### src/rtl/rr_mux_select_if.sv
// Request/grant bundle between the sources and the round-robin mux select sequencer.
// The master side raises requests and release strobes; the slave side drives select/grant.
interface rr_mux_select_if #(
  parameter int S = 2
);
  localparam int N = 1 << S;

  logic [N-1:0] req;
  logic         done;
  logic [S-1:0] sel;
  logic [N-1:0] grant;
  logic         valid;

  modport master (
    output req,
    output done,
    input  sel,
    input  grant,
    input  valid
  );

  modport slave (
    input  req,
    input  done,
    output sel,
    output grant,
    output valid
  );
endinterface

### src/rtl/rr_mux_select.sv
// Round-robin select sequencer driving the select bus of a downstream recursive mux.
// A grant is held until done or request drop, then one idle cycle precedes the next grant.
module rr_mux_select #(
  parameter int S = 2
) (
  input  logic           clk,
  input  logic           rst,
  rr_mux_select_if.slave bus
);
  localparam int N = 1 << S;

  typedef enum logic {
    IDLE,
    HOLD
  } state_t;

  state_t       state_q;
  state_t       state_d;
  logic [S-1:0] ptr_q;
  logic [S-1:0] ptr_d;
  logic [S-1:0] sel_q;
  logic [S-1:0] sel_d;
  logic [N-1:0] grant_q;
  logic [N-1:0] grant_d;
  logic         valid_q;
  logic         valid_d;

  logic         found;
  logic [S-1:0] win;
  logic [S-1:0] idx;
  logic         release_now;

  // Circular search starting at ptr; index arithmetic wraps at S bits.
  always_comb begin
    found = 1'b0;
    win   = ptr_q;
    idx   = '0;
    for (int k = 0; k < N; k++) begin
      idx = ptr_q + S'(k);
      if (!found && bus.req[idx]) begin
        found = 1'b1;
        win   = idx;
      end
    end
  end

  assign release_now = bus.done || !bus.req[sel_q];

  always_comb begin
    state_d = state_q;
    ptr_d   = ptr_q;
    sel_d   = sel_q;
    grant_d = grant_q;
    valid_d = valid_q;
    unique case (state_q)
      IDLE: begin
        grant_d = '0;
        valid_d = 1'b0;
        if (found) begin
          sel_d   = win;
          grant_d = N'(1) << win;
          valid_d = 1'b1;
          state_d = HOLD;
        end
      end
      HOLD: begin
        // sel is kept on release so the mux input never moves while valid drops.
        if (release_now) begin
          ptr_d   = sel_q + S'(1);
          grant_d = '0;
          valid_d = 1'b0;
          state_d = IDLE;
        end
      end
      default: begin
        state_d = IDLE;
      end
    endcase
  end

  always_ff @(posedge clk) begin
    if (rst) begin
      state_q <= IDLE;
      ptr_q   <= '0;
      sel_q   <= '0;
      grant_q <= '0;
      valid_q <= 1'b0;
    end else begin
      state_q <= state_d;
      ptr_q   <= ptr_d;
      sel_q   <= sel_d;
      grant_q <= grant_d;
      valid_q <= valid_d;
    end
  end

  assign bus.sel   = sel_q;
  assign bus.grant = grant_q;
  assign bus.valid = valid_q;
endmodule

### src/flat_wrapper.sv
// flat-port wrapper written by rule: the top's interface ports become plain ports
module rr_mux_select_flat 
#(
  parameter int S = 2
)
  (clk, rst, bus_req, bus_done, bus_sel, bus_grant, bus_valid);
  rr_mux_select_if #(.S(S)) bus_i ();
  input  logic clk;
  input  logic rst;
  input wire logic [$bits(bus_i.req)-1:0] bus_req;
  input wire logic [$bits(bus_i.done)-1:0] bus_done;
  output wire logic [$bits(bus_i.sel)-1:0] bus_sel;
  output wire logic [$bits(bus_i.grant)-1:0] bus_grant;
  output wire logic [$bits(bus_i.valid)-1:0] bus_valid;
  assign bus_i.req = bus_req;
  assign bus_i.done = bus_done;
  assign bus_sel = bus_i.sel;
  assign bus_grant = bus_i.grant;
  assign bus_valid = bus_i.valid;
  rr_mux_select #(.S(S)) u_core (.clk(clk), .rst(rst), .bus(bus_i));
endmodule
### config.mk
export PLATFORM = sky130hd
export DESIGN_NAME = rr_mux_select_flat
export DESIGN_NICKNAME = d
export VERILOG_FILES = /design/src/rtl/rr_mux_select_if.sv /design/src/rtl/rr_mux_select.sv /design/src/flat_wrapper.sv
export SDC_FILE = /design/constraint.sdc
export NUM_CORES = 1
export LEC_CHECK = 0
export CAP_MARGIN = 20
export CORE_AREA = 2 2 39 41
export CTS_BUF_LIST = sky130_fd_sc_hd__clkbuf_4 sky130_fd_sc_hd__clkbuf_8 sky130_fd_sc_hd__clkbuf_16
export CTS_CLUSTER_SIZE = 8
export DETAILED_ROUTE_END_ITERATION = 16
export DIE_AREA = 0 0 41 43
export PLACE_DENSITY = 0.76
export SYNTH_ARGS = -nofsm -noshare
export SYNTH_HDL_FRONTEND = slang
export SYNTH_SLANG_ARGS = --single-unit
### constraint.sdc
create_clock -name clk -period 3.85 [get_ports clk]
set_input_delay 0.77 -clock clk [delete_from_list [all_inputs] [get_ports clk]]
set_output_delay 0.77 -clock clk [all_outputs]
set_load 0.1 [all_outputs]
---- Word level (Yosys, flattened, before mapping) ----
Index checks and enable logic that the tools add are counted.
cells by class
  shifts and indexed selects .............. 1
  $lt $le $gt $ge ......................... 5
  eq/ne operators ......................... 1
  mux-type cells .......................... 25
  add/subtract/negate cells ............... 4
  reduce and logical (&&, ||, !) cells .... 10
  bitwise operators ....................... 1
operators with widths
  operator             number
  $lt 2x3->1 const B   5
  $mux 1               12
  $bmux 1 s2           5
  $mux 4               2
  $pmux 4 s2           1
  $mux 2               3
  $add 2x1->2 const B  2
  $add 2x2->2 const B  2
  $logic_not 1->1      4
  $pmux 1 s2           2
  $reduce_and 2->1     2
  $shl 1x2->4 const A  1
  $logic_and 1x1->1    3
  $ne 2x2->1 const B   1
  $logic_or 1x1->1     1
  $not 1->1            1
storage, ports and cells
  logic and storage cells ................. 52
  flip-flop bits (word level) ............. 10
  output and inout port bits .............. 7

---- Depth between registers and ports, before layout ----
  depth after elaboration ................. 15
  mapped depth ............................ 4
  depth with buffers taken out ............ 4

---- Least setup slack after synthesis ----
No wires, ideal clock.
  kind .................................... reg2reg
  start ................................... register u_core.sel_q[0] (netlist: u_core.bus.sel[0])
  end ..................................... register u_core.ptr_q[0]
  data required time ...................... 3764 ps
  slack ................................... 1700 ps
  setup time .............................. 86 ps
  stages on the path, launching flop included .. 5
  arrival ................................. 2064 ps
  clock period less this slack ............ 2150 ps
  path through ............................ dfxtp_1 > mux4_2 > a21boi_2 > nor2_1 > a211oi_1
between the ends
  cells in the longest elaborated chain, start to end .. 5
  elaborated cells between the ends (all ways) .. 6
  classes of those cells .................. 1 x add/sub; 2 x mux; 3 x reduce/logical
ends and longest elaborated chain
  item                          line                 text
  from (decl)                   rr_mux_select.sv:21  logic [S-1:0] sel_q;
  from (signal assigned)        rr_mux_select.sv:91  sel_q <= sel_d;
  $bmux 1 s2                    rr_mux_select.sv:47  assign release_now = bus.done || !bus.req[sel_q];
  $mux 1 (not written as such)  rr_mux_select.sv:47
  $logic_not 1->1               rr_mux_select.sv:47
  $logic_or 1x1->1              rr_mux_select.sv:47
  $reduce_and 2->1 (no line)    --
  to (signal assigned)          rr_mux_select.sv:90  ptr_q <= ptr_d;
  to (decl)                     rr_mux_select.sv:19  logic [S-1:0] ptr_q;
Several ways; a longest one is shown, not always the timed one. The select of a mux whose other input is x is not followed.
A chain may end at the register's enable or synchronous reset.

---- Final worst setup path ----
  start ................................... register u_core.sel_q[0] (netlist: u_core.bus.sel[0])
  end ..................................... output bus_sel[0]
RTL lines
  item       line                text
  to (decl)  flat_wrapper.sv:12  output wire logic [$bits(bus_i.sel)-1:0] bus_sel;
No word-level cell between the ends.

==> flow_summary.ini <==
[status]
status = completed

[clock_tree]
postCtsSetupRepairBufs = 0
cts_max_level = 1
cts_made_buffers = 3
post_cts_resized = 0
clk_path_buf_depth = 2
cts_hold_buf = 0
clock-root-buffer = clkbuf_4
cts_tree = yes
clock_latency_ns = 0.27
clkTransAtPathRegs_ns = 0.06
cts_sinks = 10

[routing]
via_per_inst = 5.66
wl_per_cell_um = 13.0
drc_errors = 0
routed_wl_um = 1130
first_pass_iters = 4
vias = 492
final_antenna_net_count = 0
drt_iter0_drc = 24

[critical_path]
slowest_delay_ns = 1.18
critPathMaxFanout = 5
worst-path-stages = 1
worstPathArrival_ns = 1.88
start_kind = register
cp_slowest_cell = clkdlybuf4s50_1
worstPathCellList = clkdlybuf4s50_1
rr_worst_depth = 4
critical-path-top-delay-family = buffers and inverters
required_ns = 3.08
crit_type = reg2out
crit_buf_inv = 1
end_kind = output pin

[job]
cap_violations = 0

[worst_hold_path]
whs_path_depth = 1
hp-class = reg2reg

[yosys]
synth_area_per_cell_um2 = 9.22
yosysWarnings = 0
yosysSeqAreaShare = 0.402
synth_cell_type_count = 22
synthCells = 54
synthTopCellsByArea = dfxtp_1, a32o_1, nor2_1
synthesis.area_um2 = 498
synth_seq_cells = 10
synth_nets = 61
synth.top_cell.area_share = 0.402
yosysTopAreaCell = dfxtp_1

[timing]
hold_viol_final = 0
relSlewSlack = 0.350
rsz0062_at_grt = no
worst_slack_ns = 1.20
finalCritPeriodShare = 0.689
min_period_ns = 2.65
fin_tns_setup_ns = 0
max_freq_mhz = 377
setup_viol = 0
tightest_slew_ns = 0.973
drv_slew = 0
skew_ns = 0.00542

[global_route]
grt_max_degree = 9
grt_pass1_vias = 376
grt_pass1_wl_um = 1630
grt_overflow = 0
track_usage = 0.145
antenna_found_initial = 0
gr-max-usage-layer = met1
use_met2 = 0.178
grt_util_met1 = 0.185
grt_use_met3 = 0.0942

[placement]
port_buffers = 13
place_area_um2 = 648
place_congestion = 0.758
dp.final_hpwl_um = 865
pre_cts_ws_ns = 1.47

[die]
floorplan.rows = 14
ioPinCount = 14
die_area_um2 = 1760
initial_utilization = 0.360
dieWidth_um = 41
die_y_um = 43
core_um2 = 1380

[pwr]
power_density_nw_per_um2 = 469
peakVddDrop_mv = 0.239
p_leak_nw = 0.259

[cells_and_area]
nets = 79
drive_gt1_frac = 0.0845
diodes = 0
areaGrowthSynthToFinish_pct = 37.4
design_area_um2 = 684
[Yosys cell counts, drive strengths merged]
cell and number:
a211oi 2, nor3b 1, nor2 7, a2bb2oi 1
mux4 1, nand3 1, o21ai 3, a21boi 2
a21oi 5, o21a 1, inv 2, dfxtp 10
xnor2 1, o211a 1, o21bai 1, o211ai 2
a32o 4, nor2b 3, nand2 2, o2111ai 1
a21o 3
[per-stage QoR]
step / utilization / cells / total power [mW] / hold slack (ns)
after floorplan: - / 54 / 0.198 / 0.487
after global placement: 0.468 / 83 / 0.225 / 0.451
after detailed placement: 0.468 / 83 / 0.227 / 0.453
after CTS: 0.495 / 87 / 0.323 / 0.468
after global routing: 0.495 / 87 / 0.336 / 0.481
final: 0.495 / 87 / 0.321 / 0.460
[layout make-up]
class	instances	area, µm²
Inverter	2	7.51
Clock buffer	4	36.3
Sequential cell	10	200
Fill cell	134	699
Timing Repair Buffer	13	130
Multi-Input combinational cell	42	290
Tap cell	16	20.0
[state kept, by name, summed over array words and instances (netlist names)]
name              count
u_core.bus.grant      4
u_core.bus.sel        2
u_core.bus.valid      1
u_core.ptr_q          2
u_core.state_q        1
[power by group]
| part | total [mW] | internal [mW] | switching (mW) |
|---|---|---|---|
| combinational | 0.103 | 0.0339 | 0.0691 |
| sequential | 0.122 | 0.113 | 0.00944 |
| clock | 0.0962 | 0.0575 | 0.0387 |
| total | 0.321 | 0.204 | 0.117 |
[layout by cell type (no fill, tap or decap), types with 2 or more instances in the layout]
master	synthesis	routed
clkdlybuf4s50_1	0	13
o211ai_1	2	2
o21ai_0	3	3
nand2_1	2	2
nor2b_1	3	3
inv_1	2	2
a21o_1	3	3
clkbuf_4	0	3
dfxtp_1	10	10
a32o_1	4	4
a21oi_1	5	5
a211oi_1	2	2
nor2_1	7	7
[cell families after synthesis]
logic type | share of synthesized area
compound gates | 0.389
xor+xnor | 0.0176
buf+inv | 0.0151
flops | 0.402
mux | 0.0452
simple gates | 0.131
[metal layers]
layer  part of all wire  vias up
met1               0.43      222
met2               0.45       22
met4              0.020        0
li1                   -      244
met3              0.099        4
met5                  0        -
[path summary, 6_finish.rpt]
check | endpoint | slack, ns | from
hold / removal | u_core.bus.valid | 0.46 | u_core.bus.valid
setup / recovery | bus_sel[0] | 1.20 | u_core.bus.sel[0]
hold reg to reg | u_core.bus.valid | 0.46 | u_core.bus.valid
setup reg to reg | u_core.ptr_q[0] | 2.31 | u_core.bus.sel[0]
Power figures use the tool's default switching activity.
